**src/rtl/buzz_detector.sv**
```systemverilog
// Buzz detector: decodes a differential buzz pair and measures each buzz
// (last complete half-period, toggle count, active duration). Reports a
// clean end with a one-cycle done pulse and malformed/stuck signals with a
// one-cycle fault pulse. Results update only on done.
module buzz_detector #(
    parameter int MAX_HALF          = 65_535,
    parameter int MAX_HALF_TURBOSIM = 63,
    parameter int MAX_TOGGLES       = 1_023,
    parameter int MAX_DUR           = 16_777_215,
    parameter int TOL               = 2,
    localparam int HALF_W = $clog2(MAX_HALF + 1),
    localparam int TOG_W  = $clog2(MAX_TOGGLES + 1),
    localparam int DUR_W  = $clog2(MAX_DUR + 1)
) (
    input  logic              clk,
    input  logic              reset,
    input  logic              turbosim,
    input  logic              sig_p,
    input  logic              sig_n,
    output logic              busy,
    output logic              done,
    output logic              fault,
    output logic [HALF_W-1:0] half_period,
    output logic [TOG_W-1:0]  toggles,
    output logic [DUR_W-1:0]  duration,
    output logic              irregular
);

    typedef enum logic [1:0] {
        IDLE      = 2'd0,
        ACTIVE    = 2'd1,
        WAIT_IDLE = 2'd2
    } state_t;

    localparam logic [1:0] CODE_IDLE    = 2'b00;
    localparam logic [1:0] CODE_LEVEL0  = 2'b01;
    localparam logic [1:0] CODE_LEVEL1  = 2'b10;
    localparam logic [1:0] CODE_ILLEGAL = 2'b11;

    localparam logic [HALF_W-1:0] HALF_ONE  = HALF_W'(1);
    localparam logic [HALF_W-1:0] TOL_V     = HALF_W'(TOL);
    localparam logic [TOG_W-1:0]  TOG_MAX_V = TOG_W'(MAX_TOGGLES);
    localparam logic [DUR_W-1:0]  DUR_MAX_V = DUR_W'(MAX_DUR);

    state_t              state_q, state_d;
    logic [1:0]          sync1_q, sync1_d;
    logic [1:0]          sync2_q, sync2_d;
    logic                lvl_prev_q, lvl_prev_d;
    logic [HALF_W-1:0]   cnt_half_q, cnt_half_d;
    logic [DUR_W-1:0]    dur_cnt_q, dur_cnt_d;
    logic [TOG_W-1:0]    tog_cnt_q, tog_cnt_d;
    logic [HALF_W-1:0]   ref_half_q, ref_half_d;
    logic                ref_valid_q, ref_valid_d;
    logic                irr_q, irr_d;
    logic [HALF_W-1:0]   last_half_q, last_half_d;
    logic [HALF_W-1:0]   half_period_q, half_period_d;
    logic [TOG_W-1:0]    toggles_q, toggles_d;
    logic [DUR_W-1:0]    duration_q, duration_d;
    logic                irregular_q, irregular_d;
    logic                done_q, done_d;
    logic                fault_q, fault_d;

    // Synchronised code (s_p, s_n) and the derived per-cycle conditions.
    logic [1:0]          code;
    logic                toggle;
    logic [HALF_W-1:0]   half_limit;
    logic [HALF_W-1:0]   half_dev;
    logic [DUR_W-1:0]    dur_inc;
    logic [TOG_W-1:0]    tog_inc;

    assign code       = sync2_q;
    assign toggle     = (sync2_q[1] != lvl_prev_q);
    assign half_limit = turbosim ? HALF_W'(MAX_HALF_TURBOSIM) : HALF_W'(MAX_HALF);
    assign half_dev   = (cnt_half_q >= ref_half_q) ? (cnt_half_q - ref_half_q)
                                                   : (ref_half_q - cnt_half_q);
    assign dur_inc    = (dur_cnt_q == DUR_MAX_V) ? dur_cnt_q : dur_cnt_q + DUR_W'(1);
    assign tog_inc    = (tog_cnt_q == TOG_MAX_V) ? tog_cnt_q : tog_cnt_q + TOG_W'(1);

    // Next-state, measurement and output-pulse logic.
    always_comb begin
        // NOTE: every variable gets a default before the case so no path
        // leaves one unassigned, which would infer a latch.
        sync1_d       = {sig_p, sig_n};
        sync2_d       = sync1_q;
        lvl_prev_d    = sync2_q[1];
        state_d       = state_q;
        cnt_half_d    = cnt_half_q;
        dur_cnt_d     = dur_cnt_q;
        tog_cnt_d     = tog_cnt_q;
        ref_half_d    = ref_half_q;
        ref_valid_d   = ref_valid_q;
        irr_d         = irr_q;
        last_half_d   = last_half_q;
        half_period_d = half_period_q;
        toggles_d     = toggles_q;
        duration_d    = duration_q;
        irregular_d   = irregular_q;
        done_d        = 1'b0;
        fault_d       = 1'b0;

        unique case (state_q)
            IDLE: begin
                if (code == CODE_LEVEL0 || code == CODE_LEVEL1) begin
                    state_d     = ACTIVE;
                    cnt_half_d  = HALF_ONE;
                    dur_cnt_d   = DUR_W'(1);
                    tog_cnt_d   = '0;
                    ref_valid_d = 1'b0;
                    irr_d       = 1'b0;
                    last_half_d = '0;
                end else if (code == CODE_ILLEGAL) begin
                    fault_d = 1'b1;
                    state_d = WAIT_IDLE;
                end
            end
            ACTIVE: begin
                if (code == CODE_ILLEGAL) begin
                    fault_d = 1'b1;
                    state_d = WAIT_IDLE;
                end else if (code == CODE_IDLE) begin
                    done_d        = 1'b1;
                    state_d       = IDLE;
                    half_period_d = last_half_q;
                    toggles_d     = tog_cnt_q;
                    duration_d    = dur_cnt_q;
                    irregular_d   = irr_q;
                end else if (toggle) begin
                    // The half that just completed becomes the reference if
                    // it is the first one, otherwise it is checked against it.
                    if (!ref_valid_q) begin
                        ref_half_d  = cnt_half_q;
                        ref_valid_d = 1'b1;
                    end else if (half_dev > TOL_V) begin
                        irr_d = 1'b1;
                    end
                    last_half_d = cnt_half_q;
                    cnt_half_d  = HALF_ONE;
                    tog_cnt_d   = tog_inc;
                    dur_cnt_d   = dur_inc;
                end else if (cnt_half_q == half_limit) begin
                    fault_d = 1'b1;
                    state_d = WAIT_IDLE;
                end else begin
                    cnt_half_d = cnt_half_q + HALF_ONE;
                    dur_cnt_d  = dur_inc;
                end
            end
            WAIT_IDLE: begin
                if (code == CODE_IDLE) begin
                    state_d = IDLE;
                end
            end
            default: begin
                state_d = IDLE;
            end
        endcase
    end

    // State and measurement registers with synchronous active-high reset.
    always_ff @(posedge clk) begin
        // NOTE: sequential state uses non-blocking assignments so every flop
        // samples the pre-edge value of every other flop.
        if (reset) begin
            state_q       <= IDLE;
            sync1_q       <= CODE_IDLE;
            sync2_q       <= CODE_IDLE;
            lvl_prev_q    <= 1'b0;
            cnt_half_q    <= '0;
            dur_cnt_q     <= '0;
            tog_cnt_q     <= '0;
            ref_half_q    <= '0;
            ref_valid_q   <= 1'b0;
            irr_q         <= 1'b0;
            last_half_q   <= '0;
            half_period_q <= '0;
            toggles_q     <= '0;
            duration_q    <= '0;
            irregular_q   <= 1'b0;
            done_q        <= 1'b0;
            fault_q       <= 1'b0;
        end else begin
            state_q       <= state_d;
            sync1_q       <= sync1_d;
            sync2_q       <= sync2_d;
            lvl_prev_q    <= lvl_prev_d;
            cnt_half_q    <= cnt_half_d;
            dur_cnt_q     <= dur_cnt_d;
            tog_cnt_q     <= tog_cnt_d;
            ref_half_q    <= ref_half_d;
            ref_valid_q   <= ref_valid_d;
            irr_q         <= irr_d;
            last_half_q   <= last_half_d;
            half_period_q <= half_period_d;
            toggles_q     <= toggles_d;
            duration_q    <= duration_d;
            irregular_q   <= irregular_d;
            done_q        <= done_d;
            fault_q       <= fault_d;
        end
    end

    assign busy        = (state_q == ACTIVE);
    assign done        = done_q;
    assign fault       = fault_q;
    assign half_period = half_period_q;
    assign toggles     = toggles_q;
    assign duration    = duration_q;
    assign irregular   = irregular_q;

endmodule
```
**config.mk**
```make
export PLATFORM = sky130hd
export DESIGN_NAME = buzz_detector
export DESIGN_NICKNAME = d
export VERILOG_FILES = /design/src/rtl/buzz_detector.sv
export SDC_FILE = /design/constraint.sdc
export NUM_CORES = 1
export LEC_CHECK = 0
export ABC_AREA = 1
export CORE_ASPECT_RATIO = 1.25
export CORE_MARGIN = 4
export CORE_UTILIZATION = 45
export DETAILED_ROUTE_END_ITERATION = 6
export HOLD_SLACK_MARGIN = 0.08
export PLACE_DENSITY = 0.6
export SETUP_SLACK_MARGIN = 0.05
export SLEW_MARGIN = 20
export SYNTH_ARGS = -nofsm -noshare
export SYNTH_HDL_FRONTEND = slang
export SYNTH_SLANG_ARGS = --single-unit
export TNS_END_PERCENT = 50
```
**constraint.sdc**
```tcl
create_clock -name clk -period 7.7 [get_ports clk]
set_clock_uncertainty 0.15 [all_clocks]
set_input_delay 1.54 -clock clk [delete_from_list [all_inputs] [get_ports clk]]
set_output_delay 1.54 -clock clk [all_outputs]
set_load 0.1 [all_outputs]
```
# After elaboration in Yosys (flattened, before gate mapping)
# Index checks and enable logic that the tools add are counted.
op_classes:
  n_reduce_logical: 12
  n_bitwise: 4
  order_cmp: 2
  addsub: 5
  eq_ne: 21
  mux: 53
ops:
  columns: ["cell", "count"]
  rows:
  - ["16-bit 2-to-1 mux", 11]
  - ["24-bit 2-to-1 mux", 6]
  - ["16-bit one-hot mux with 2 select lines", 2]
  - ["10-bit 2-to-1 mux", 5]
  - ["24-bit one-hot mux with 2 select lines", 1]
  - ["16-bit subtractor", 2]
  - ["24-bit by 1-bit adder with 24-bit output, second input constant", 1]
  - ["24-bit == test, second input constant", 1]
  - ["10-bit one-hot mux with 2 select lines", 1]
  - ["16-bit by 1-bit adder with 16-bit output, second input constant", 1]
  - ["16-bit == test", 1]
  - ["16-bit >= comparator", 1]
  - ["16-bit by 2-bit > comparator with 1-bit output, second input constant", 1]
  - ["1-bit 2-to-1 mux", 16]
  - ["5-bit AND reduction", 3]
  - ["2-bit 2-to-1 mux", 7]
  - ["10-bit by 1-bit adder with 10-bit output, second input constant", 1]
  - ["10-bit == test, second input constant", 1]
  - ["2-bit != test, second input constant", 5]
  - ["7-bit AND reduction", 1]
  - ["2-bit == test, second input constant", 3]
  - ["2-bit by 1-bit != test with 1-bit output, second input constant", 3]
  - ["3-bit != test, second input constant", 2]
  - ["1-bit one-hot mux with 2 select lines", 3]
  - ["other kinds (13)", 18]
word_totals:
  elab_cells: 114
  inputBits: 5
  ff_bits: 144

# Depth between registers and ports, before layout
# Gate-level depths: netlist of run 1.
depth:
  depth_word: 9
  mapped_depth: 19

# Least setup slack after synthesis of run 1
# OpenSTA, ideal clock, no wires.
synth_path:
  path_type: "input -> register"
  startpoint: "in reset"
  endpoint: "reg half_period_q[10] (netlist: half_period[10])"
  setup_slack_ns: 4.870
  n_path_buf: 3
  setup_time_ns: 0.067
  stages: 6
  t_arrival_ns: 2.612
  cell_sequence: "clkbuf_1 > inv_1 > clkbuf_1 > clkbuf_1 > o21ai_0 > nor2_1"
synth_lines:
  columns: ["item", "line_no", "source"]
  rows:
  - ["from (decl)", "16", "input logic reset,"]
  - ["to (signal assigned)", "193", "half_period_q <= half_period_d;"]
  - ["to (decl)", "56", "logic [HALF_W-1:0] half_period_q, half_period_d;"]

# Worst setup path after layout of run 1
layout_path:
  startpoint: "reg state_q[0]"
  endpoint: "out busy"
layout_between:
  elab_chain_cells: 1
layout_lines:
  columns: ["item", "line_no", "source"]
  rows:
  - ["from (decl)", "45", "state_t state_q, state_d;"]
  - ["from (signal assigned)", "182", "state_q <= state_d;"]
  - ["2-bit by 1-bit == test with 1-bit output", "202", "assign busy = (state_q == ACTIVE);"]
  - ["to (decl)", "20", "output logic busy,"]
# Every way passes these cells.

==> results of run 1 <==
-- layout by cell type, fill, tap and decap left out, types with 6 or more instances in the layout --
cell type / count
clkbuf_16: 17
nand4_1: 20
ha_1: 38
nor3_1: 29
inv_1: 142
clkdlybuf4s50_1: 57
inv_2: 16
dfxtp_1: 144
nand2_1: 247
nand3_1: 104
nor4_1: 8
a32o_1: 16
nor2_2: 6
nor2_1: 162
a21oi_1: 99
o21ai_0: 78
xor2_1: 25
-- per-layer routing --
| layer | vias up | part of all wire | track usage |
|---|---|---|---|
| met5 | - | 0 | 0 |
| met4 | 0 | 0.025 | 0.06972 |
| met3 | 36 | 0.028 | 0.03289 |
| met2 | 122 | 0.53 | 0.4066 |
| met1 | 3632 | 0.42 | 0.2634 |
| li1 | 4066 | - | - |
-- sequential cells by signal, indices dropped and copies added (netlist names), 2 cells and up --
name         count
state_q          2
toggles         10
ref_half_q      16
last_half_q     16
dur_cnt_q       24
code             2
cnt_half_q      16
tog_cnt_q       10
sync1_q          2
duration        24
half_period     16
-- worst register-to-register path, delay by kind of cell, from the launching register on --
kind,cells,cell delay [ns]
and+or+nand+nor,8,1.93
DFF,1,0.60
adders and majority gates,1,0.32
AOI/OAI and AO/OA,1,0.14
buffers and inverters,1,0.12
-- logic make-up after synthesis --
| kind of cell | share of synthesized area |
|---|---|
| DFF | 0.3497 |
| adders and majority gates | 0.06253 |
| AOI/OAI and AO/OA | 0.1436 |
| and+or+nand+nor | 0.3180 |
| xor gates and xnor gates | 0.02975 |
| buffers and inverters | 0.09652 |
-- per-stage QoR --
| stage | hold slack (ns) | std cells |
|---|---|---|
| 2_1_floorplan | 0.2383 | 1221 |
| 3_3_place_gp | 0.2422 | 1469 |
| 3_5_place_dp | 0.2433 | 1469 |
| 4_1_cts | 0.2479 | 1501 |
| 5_1_grt | 0.2564 | 1501 |
| 6_report | 0.2499 | 1501 |
-- cell type report --
cell class                 count  area, sq um  area share
multi-input combinational    874         4573      0.4791
inverter                     160        603.1     0.06318
clock inverter                14        148.9     0.01560
timing repair buffer          63        613.1     0.06423
tap                          228        285.3     0.02989
clock buffer                  18        439.2     0.04601
sequential                   144         2883      0.3020
-- worst paths after layout --
kind / start / endpoint / slack, ns / depth (start not counted)
setup / recovery: state_q[0] / busy / 3.77 / 3
hold reg to reg: sync1_q[1] / code[1] / 0.25 / 2
setup reg to reg: cnt_half_q[1] / dur_cnt_q[9] / 4.39 / 11
hold / removal: sync1_q[1] / code[1] / 0.25 / 2
-- power groups by stage --
stage / combinational [uW] / sequential (uW) / clock, uW
6_report: 374 / 778 / 812
5_1_grt: 412 / 781 / 863
4_1_cts: 376 / 779 / 824
3_5_place_dp: 374 / 795 / 0
3_3_place_gp: 374 / 795 / 0
2_1_floorplan: 218 / 866 / 0
==> summary.md, run 1 <==
| Metric | Value |
|---|---|
| Drc violations | `0` |
| Antenna cells | `0` |
| Largest net degree at the start of global routing | `70` |
| Initial DRT Pass Iterations | `5` |
| Final Net Count | `1305` |
| CP Data Arrival Time | `around 2.2 ns` |
| Post-route cell area | `0.009545 sq mm` |
| DR vias | `7856` |
| Worst skew pair latency | `0.42 ns` |
| Final hold violation count | `0` |
| Internal power | `1324 uW` |
| Count leader, synth | `nand2_1` |
| Setup ws final | `about 3.8 ns` |
| Post-DP HPWL | `16400 um` |
| Vias in the first global route | `7727` |
| Fmax | `between 200 and 300 MHz` |
| Largest cells by area after synthesis | `dfxtp_1 (35%), nand2_1 (11%), nor2_1 (7.4%)` |
| Pwr Density | `205.8 mW/mm^2` |
| Initial antenna violation count | `0` |
| Synth unique cells | `48` |
| CP Data Required Time | `6.01 ns` |
| Leakage | `0.004078 uW` |
| Period utilization | `0.5099` |
| Initial Utilization | `0.4573` |
| Post-Syn Nets | `roughly 1.3k` |
| Register area share after synthesis | `0.3497` |
| Hold crit path type | `flip-flop to flip-flop` |
| Die area | `0.02056 sq mm` |
| DIE WIDTH | `129.1 um` |
| DP Worst Slack | `around 3.8 ns` |
| Total power | `1964 uW` |
| Combinational Power Share | `0.190` |
| Dominant synthesized flop cell | `dfxtp_1` |
| # setup viols final | `0` |
| Slew Viols, Final | `0` |
| Global placer's final weighted congestion | `0.9391` |
| Clock power frac | `0.413` |
| WS Path Type | `flip-flop to output pin` |
| Status | `completed` |
| Post-route ant nets | `0` |
| Fraction of registers with async set or reset after synthesis | `0` |
| CTS Sinks | `144` |
| Routed vias/inst | `between 5 and 6` |
| CTS buffer count | `17` |
| Sw Share | `0.3260` |
| Cells after Synth | `1221` |
| Switching Power | `640.3 uW` |
| Post-synth top cells | `nand2_1 (247), nor2_1 (163), dfxtp_1 (144), inv_1 (143), nand3_1 (104)` |
| Final core occ | `0.5294` |
| Post-Route WL | `22140 um` |
| CP Cell Sequence | `inv_2 > nor2_8 > clkdlybuf4s50_1` |
| CP Buf/Inv Count | `2` |
| Sequential Power Share | `0.396` |
| Grt total ovfl | `0` |
| Root buffer cell | `clkbuf_16` |
| Crit. End Element | `output pin` |
| Area leader, netlist | `dfxtp_1` |
| Core Box Area | `0.01803 sq mm` |
| Top delay family on crit path | `buffers and inverters` |
| Reg clk slew, reported paths | `0.06 ns` |
| Max-Cap Viols | `0` |
| Fillers | `1848` |
| Slowest-stage cell, CP | `clkdlybuf4s50_1` |
| Clk buf depth | `2` |
| Top cell type's share of synthesized area | `0.3497` |
| Post-cts hold buffer count | `0` |
| I/O pins | `59` |
| Post-synth EDFFs | `0` |
| Post-CTS setup buffer count | `0` |
| Syn. warnings | `0` |
| Synth Register Bits | `144` |
| Row cnt | `55` |
| RSZ-0062 raised after global routing | `no` |
| Mean area per synthesized cell | `6.752 sq um` |
| Slowest stage delay, CP | `~1.2 ns` |
| Syn Std Cell Area | `0.008244 sq mm` |
| Layout cells sized above 1 | `0.06049` |
| Routed len/inst | `14.75 um` |
| Worst setup SP type | `flip-flop` |
| Cell Area, Placed | `0.008957 sq mm` |
| Max FO, Critical Path | `10` |
| Worst slew margin | `0.3286` |
| GRT Total Usage | `0.2225` |
| Post-layout min period | `3.926 ns` |
| # port buffers | `58` |
| Initial DRC Count | `370` |
| CTS tree | `built` |
| Synth-to-layout area growth | `15.78%` |
| Peak VDD IR | `0.0001707 V` |
| Clock H-tree levels | `4` |
| Resized Gates After CTS | `0` |
| Die Ht | `159.3 um` |
| Slew @ Worst Pin | `between 1 and 1.5 ns` |
| First-pass GRT wire length | `37760 um` |
| Setup TNS | `0 ns` |
Note: power is estimated with default switching activity, not from simulation.
==> inputs of run 2 (changes only) <==
==> constraint.sdc (replaced) <==
create_clock -name clk -period 3.8 [get_ports clk]
set_clock_uncertainty 0.15 [all_clocks]
set_input_delay 0.76 -clock clk [delete_from_list [all_inputs] [get_ports clk]]
set_output_delay 0.76 -clock clk [all_outputs]
set_load 0.1 [all_outputs]
==> summary.md, run 2 (same netlist as run 1, synthesis figures left out) <==
| Metric | Value |
|---|---|
| CP Data Required Time | `3.94 ns (was 6.01 ns)` |
| Peak VDD IR | `0.0002704 V (was 0.0001707 V)` |
| Row cnt | `55 (unchanged)` |
| Hold Crit Depth | `2 (unchanged)` |
| Slew Viols, Final | `0 (unchanged)` |
| Antenna cells | `0 (unchanged)` |
| Post-CTS setup buffer count | `0 (unchanged)` |
| Switching Power | `1320 uW (was 640.3 uW)` |
| Max FO, Critical Path | `7 (was 10)` |
| Setup crit start | `cnt_half_q[0] (was state_q[0])` |
| Reg2Reg Launch Point | `cnt_half_q[0] (was cnt_half_q[1])` |
| Combinational Power Share | `0.187 (was 0.190)` |
| Sequential Power Share | `0.380 (was 0.396)` |
| Worst setup SP type | `flip-flop (unchanged)` |
| Post-layout min period | `2.992 ns` |
| Internal power | `2822 uW (was 1324 uW)` |
| DIE WIDTH | `129.1 um (unchanged)` |
| Hold crit path type | `flip-flop to flip-flop (unchanged)` |
| CTS Sinks | `144 (unchanged)` |
| Status | `completed (unchanged)` |
| GRT Total Usage | `0.2311 (was 0.2225)` |
| Pwr Density | `430.7 mW/mm^2 (was 205.8 mW/mm^2)` |
| Post-route ant nets | `0 (unchanged)` |
| Fmax | `around 330 MHz` |
| Worst reg-to-reg path cell count | `16 (was 11)` |
| Core Box Area | `0.01803 sq mm (unchanged)` |
| First-pass GRT wire length | `39190 um (was 37760 um)` |
| Initial Utilization | `0.4573 (unchanged)` |
| RSZ-0062 raised after global routing | `no (unchanged)` |
| Post-route insts no fill | `1504 (was 1501)` |
| DP Cell Count | `1472 (was 1469)` |
| CTS tree | `built (unchanged)` |
| Vias in the first global route | `8040 (was 7727)` |
| Final Net Count | `1308 (was 1305)` |
| # setup viols final | `0 (unchanged)` |
| Cell Area, Placed | `0.008990 sq mm (was 0.008957 sq mm)` |
| Slew @ Worst Pin | `0.9985 ns (was 1.004 ns)` |
| CP Data Arrival Time | `3.13 ns (was 2.24 ns)` |
| Worst skew pair latency | `0.42 ns (about the same)` |
| Layout cells sized above 1 | `0.06348 (was 0.06049)` |
| Synth-to-layout area growth | `16.68% (was 15.78%)` |
| Flop-to-flop setup slack | `0.81 ns (was 4.39 ns)` |
| Drc violations | `0 (unchanged)` |
| Post-Route WL | `23000 um (was 22140 um)` |
| I/O pins | `59 (unchanged)` |
| Clock H-tree levels | `4 (unchanged)` |
| Post-DP HPWL | `16820 um (was 16400 um)` |
| DR vias | `7860 (was 7856)` |
| Clock power frac | `0.433 (was 0.413)` |
| Initial antenna violation count | `0 (unchanged)` |
| Worst setup endpoint | `irr_q (was busy)` |
| Sw Share | `0.3187 (was 0.3260)` |
| Die area | `0.02056 sq mm (unchanged)` |
| Final core occ | `0.5335 (was 0.5294)` |
| Setup TNS | `0 ns (unchanged)` |
| # port buffers | `58 (unchanged)` |
| Post-route cell area | `0.009619 sq mm (was 0.009545 sq mm)` |
| Commonest non-fill, non-tap cell in the layout | `nand2_1 (unchanged)` |
| Max-Cap Viols | `0 (unchanged)` |
| Crit. End Element | `flip-flop (was output pin)` |
| Die Ht | `159.3 um (unchanged)` |
| Initial DRC Count | `410 (was 370)` |
| Largest net degree at the start of global routing | `69 (was 70)` |
| Reg clk slew, reported paths | `0.07 ns (was 0.06 ns)` |
| Clk buf depth | `2 (unchanged)` |
| Post-cts hold buffer count | `0 (unchanged)` |
| Resized Gates After CTS | `0 (unchanged)` |
| Most frequent cells in the layout | `nand2_1 (247), nor2_1 (162), dfxtp_1 (144) (unchanged)` |
| CTS buffer count | `17 (unchanged)` |
| Period utilization | `0.7875` |
| Grt total ovfl | `0 (unchanged)` |
| Initial DRT Pass Iterations | `4 (was 5)` |
| Leakage | `0.004131 uW (was 0.004078 uW)` |
| Routed len/inst | `15.29 um (was 14.75 um)` |
| Routed vias/inst | `5.226 (was 5.234)` |
| Worst r2r dst | `irr_q (was dur_cnt_q[9])` |
| Root buffer cell | `clkbuf_16 (unchanged)` |
| Worst slew margin | `0.3322 (was 0.3286)` |
| Final hold violation count | `0 (unchanged)` |
| Global placer's final weighted congestion | `0.9347 (was 0.9391)` |
| WS Path Type | `flip-flop to flip-flop (was flip-flop to output pin)` |
-- run 2: changes by cell type in the layout (fill, tap and decap cells not counted), sizes merged --
cell	previous run	this run
bufinv	1	3
inv	165	167
clkinvlp	4	1
clkdlybuf4s50	57	56
clkinv	4	3
buf	6	10
-- run 2: cell type report --
class                   count  area (sq um)
fillers                  1841          8411
multi-input cells         874          4573
flip-flops and latches    144          2883
repair buffers             66         645.6
inverters                 160         603.1
clock buffers              18         439.2
well taps                 228         285.3
clock inverters            14         190.2
-- run 2: how the worst min path moves through the flow --
stage,start,end,slack (ns)
final,sync1_q[0],code[0],0.26
after global placement,sync1_q[1],code[1],0.24
after global routing,sync1_q[0],code[0],0.29
after detailed placement,sync1_q[1],code[1],0.25
after floorplan,sync1_q[0],code[0],0.24
after CTS,sync1_q[1],code[1],0.26
-- run 2: power groups by stage --
stage | logic (uW) | clock network [uW] | registers (uW)
floorplan | 442 | 0 | 1750
global placement | 770 | 0 | 1610
detailed placement | 772 | 0 | 1610
CTS | 775 | 1820 | 1580
global route | 854 | 1890 | 1580
finish | 774 | 1790 | 1580
-- run 2: per-layer routing --
layer,global-route usage,part of all wire,wire length (um),vias to the layer above
met5,0,0,0,-
met4,0.08118,0.031,707,0
met3,0.03356,0.026,604,45
met2,0.4271,0.52,11900,121
met1,0.2657,0.43,9784,3622
li1,-,-,-,4072
-- run 2: metrics by stage --
step / setup slack [ns] / total power (uW) / hold slack (ns)
3_3_place_gp: 0.8145 / 2379 / 0.2445
6_report: 0.8075 / 4143 / 0.2557
5_1_grt: 0.4579 / 4321 / 0.2869
4_1_cts: 0.8104 / 4174 / 0.2571
2_1_floorplan: 1.386 / 2197 / 0.2383
3_5_place_dp: 0.8005 / 2381 / 0.2480
-- run 2: critical path, stage by stage, from the launching register on --
cell	delay [ns]
dfxtp_1	0.38
inv_1	0.14
ha_1	0.16
inv_1	0.09
fa_1	0.47
nand3_1	0.14
nand2_1	0.08
nand2_1	0.12
nand3_1	0.13
a21oi_2	0.34
nand2_1	0.08
nor2_1	0.12
nand2_1	0.06
a21oi_1	0.12
nand3_1	0.14
nand2_1	0.09
a21oi_1	0.05
==> inputs of run 3 (changes only) <==
==> constraint.sdc (replaced) <==
create_clock -name clk -period 3.1 [get_ports clk]
set_clock_uncertainty 0.15 [all_clocks]
set_input_delay 0.62 -clock clk [delete_from_list [all_inputs] [get_ports clk]]
set_output_delay 0.62 -clock clk [all_outputs]
set_load 0.1 [all_outputs]
==> summary.md, run 3 (same netlist as run 1, synthesis figures left out) <==
| Metric | Value |
|---|---|
| Core Box Area | `0.01803 sq mm (unchanged)` |
| Vias in the first global route | `7913 (was 8040)` |
| Worst slew margin | `0.5280 (was 0.3322)` |
| CTS tree | `built (unchanged)` |
| CP Cell Sequence | `inv_2 > ha_1 > nand2_1 > inv_1 > a21oi_2 > nand3_2 > a21oi_4 > nand2_1 > nor2_1 > nand2_1 > a21oi_1 > nand3_1 > nand2_1 > a21oi_1 (was inv_1 > ha_1 > inv_1 > fa_1 > nand3_1 > nand2_1 > nand2_1 > nand3_1 > a21oi_2 > nand2_1 > nor2_1 > nand2_1 > a21oi_1 > nand3_1 > nand2_1 > a21oi_1)` |
| DIE WIDTH | `129.1 um (unchanged)` |
| Slowest stage delay, CP | `0.53 ns (was 0.47 ns)` |
| Die Ht | `159.3 um (unchanged)` |
| Post-route ant nets | `0 (unchanged)` |
| Min-Delay Startpoint | `sync1_q[1] (was sync1_q[0])` |
| Clock power frac | `0.418 (was 0.433)` |
| Sw Share | `0.3478 (was 0.3187)` |
| Row cnt | `55 (unchanged)` |
| Drc violations | `0 (unchanged)` |
| Fmax | `362.1 MHz (was 334.2 MHz)` |
| CTS Sinks | `144 (unchanged)` |
| Reg clk slew, reported paths | `0.07 ns (about the same)` |
| Root buffer cell | `clkbuf_16 (unchanged)` |
| Pwr Density | `517.5 mW/mm^2 (was 430.7 mW/mm^2)` |
| Layout cells sized above 1 | `0.1183 (was 0.06348)` |
| # setup viols final | `0 (unchanged)` |
| Hold Crit Depth | `2 (unchanged)` |
| RSZ-0062 raised after global routing | `no (unchanged)` |
| I/O pins | `59 (unchanged)` |
| Leakage | `0.004307 uW (was 0.004131 uW)` |
| Initial antenna violation count | `1 (was 0)` |
| Flop-to-flop setup slack | `0.34 ns (was 0.81 ns)` |
| Post-CTS setup buffer count | `0 (unchanged)` |
| Initial Utilization | `0.4573 (unchanged)` |
| # port buffers | `58 (unchanged)` |
| Hold crit path type | `flip-flop to flip-flop (unchanged)` |
| Slew @ Worst Pin | `0.7080 ns (was 0.9985 ns)` |
| Peak VDD IR | `0.0003027 V (was 0.0002704 V)` |
| DR vias | `8100 (was 7860)` |
| First-pass GRT wire length | `39590 um (was 39190 um)` |
| Crit. End Element | `flip-flop (unchanged)` |
| Setup TNS | `0 ns (unchanged)` |
| Final Net Count | `1325 (was 1308)` |
| Most frequent cells in the layout | `nand2_1 (247), nor2_1 (162), dfxtp_1 (144) (unchanged)` |
| Initial DRT Pass Iterations | `5 (was 4)` |
| Fillers | `1843 (was 1841)` |
| Worst r2r dst | `irr_q (unchanged)` |
| Grt total ovfl | `0 (unchanged)` |
| Final core occ | `0.5322 (was 0.5335)` |
| Combinational Power Share | `0.194 (was 0.187)` |
| Slew Viols, Final | `0 (unchanged)` |
| Worst setup SP type | `flip-flop (unchanged)` |
| Post-route insts no fill | `1521 (was 1504)` |
| Clock H-tree levels | `4 (unchanged)` |
| Post-layout min period | `2.761 ns (was 2.992 ns)` |
| Sequential Power Share | `0.388 (was 0.380)` |
| Final hold violation count | `0 (unchanged)` |
| DP Cell Count | `1489 (was 1472)` |
| Die area | `0.02056 sq mm (unchanged)` |
| CP Data Required Time | `3.25 ns (was 3.94 ns)` |
| Top delay family on crit path | `simple AND/OR/NAND/NOR gates (unchanged)` |
| Largest net degree at the start of global routing | `69 (unchanged)` |
| CP Buf/Inv Count | `2 (unchanged)` |
| Global placer's final weighted congestion | `0.9387 (was 0.9347)` |
| Switching Power | `1727 uW (was 1320 uW)` |
| Slowest-stage cell, CP | `dfxtp_1 (was fa_1)` |
| Hold Path Sink | `code[1] (was code[0])` |
| Initial DRC Count | `455 (was 410)` |
| Most common cell on crit path | `nand2_1 (unchanged)` |
| Max-Cap Viols | `0 (unchanged)` |
| Worst reg-to-reg path cell count | `14 (was 16)` |
| Clk buf depth | `2 (unchanged)` |
| Routed len/inst | `15.45 um (was 15.29 um)` |
| Max FO, Critical Path | `8 (was 7)` |
| Reg2Reg Launch Point | `cnt_half_q[6] (was cnt_half_q[0])` |
| Status | `completed (unchanged)` |
| Synth-to-layout area growth | `16.39% (was 16.68%)` |
| Post-DP HPWL | `17550 um (was 16820 um)` |
| Post-Route WL | `23490 um (was 23000 um)` |
| WS Path Type | `flip-flop to flip-flop (unchanged)` |
| GRT Total Usage | `0.2340 (was 0.2311)` |
| Worst skew pair latency | `0.43 ns (was 0.42 ns)` |
| Period utilization | `0.8907 (was 0.7875)` |
| Routed vias/inst | `5.325 (was 5.226)` |
| CTS buffer count | `17 (unchanged)` |
| CP Data Arrival Time | `2.92 ns (was 3.13 ns)` |
| Antenna cells | `0 (unchanged)` |
| Internal power | `3239 uW (was 2822 uW)` |
| Commonest non-fill, non-tap cell in the layout | `nand2_1 (unchanged)` |
## run 3: worst max path at each step
stage,depth (start not counted),slack (ns),from,to
after CTS,16,0.26,cnt_half_q[0],irr_q
after global routing,16,0.08,cnt_half_q[3],irr_q
after floorplan,16,0.69,cnt_half_q[0],irr_q
after global placement,16,0.32,cnt_half_q[0],irr_q
after detailed placement,16,0.25,cnt_half_q[0],irr_q
final,14,0.34,cnt_half_q[6],irr_q
## run 3: area by class of cell
class,instances,area (sq um),area share
Multi-Input combinational cell,874,4588,0.4782
Timing Repair Buffer,83,628.1,0.06546
Tap cell,228,285.3,0.02973
Sequential cell,144,2883,0.3004
Clock inverter,15,182.7,0.01904
Inverter,160,603.1,0.06285
Clock buffer,17,425.4,0.04433
## run 3: tightest hold or removal path: stages, from the launching register on
cell and delay [ns]:
dfxtp_1 0.30, inv_1 0.04, nor2_1 0.03
## run 3: layer usage
layer  up-vias  wire length [um]  GRT usage
li1       4108                 -          -
met1      3752              9850     0.2812
met5         -                 7          0
met4         2               574    0.07832
met3        46               830    0.03221
met2       192             12230     0.4219
## run 3: power by group through the flow
stage / sequential [uW] / clock (uW) / combinational (uW)
3_3_place_gp: 1970 / 0 / 950
3_5_place_dp: 1970 / 0 / 948
6_report: 1930 / 2070 / 963
5_1_grt: 1930 / 2190 / 1060
4_1_cts: 1930 / 2110 / 951
2_1_floorplan: 2150 / 0 / 542
## run 3: repair_timing
item	4_1_cts	5_1_grt
gates resized for setup	0	3
hold buffers	0	0
setup endpoints to repair	0	1
## run 3: through the flow
step / worst slack, ns / instance area (sq um) / power, uW / hold slack [ns]
after floorplan: 0.6860 / 8244 / 2693 / 0.2383
after global placement: 0.3233 / 8972 / 2919 / 0.2406
after detailed placement: 0.2524 / 8972 / 2917 / 0.2525
after CTS: 0.2602 / 9580 / 4986 / 0.2628
after global routing: 0.07836 / 9595 / 5183 / 0.2718
final: 0.3387 / 9595 / 4966 / 0.2615
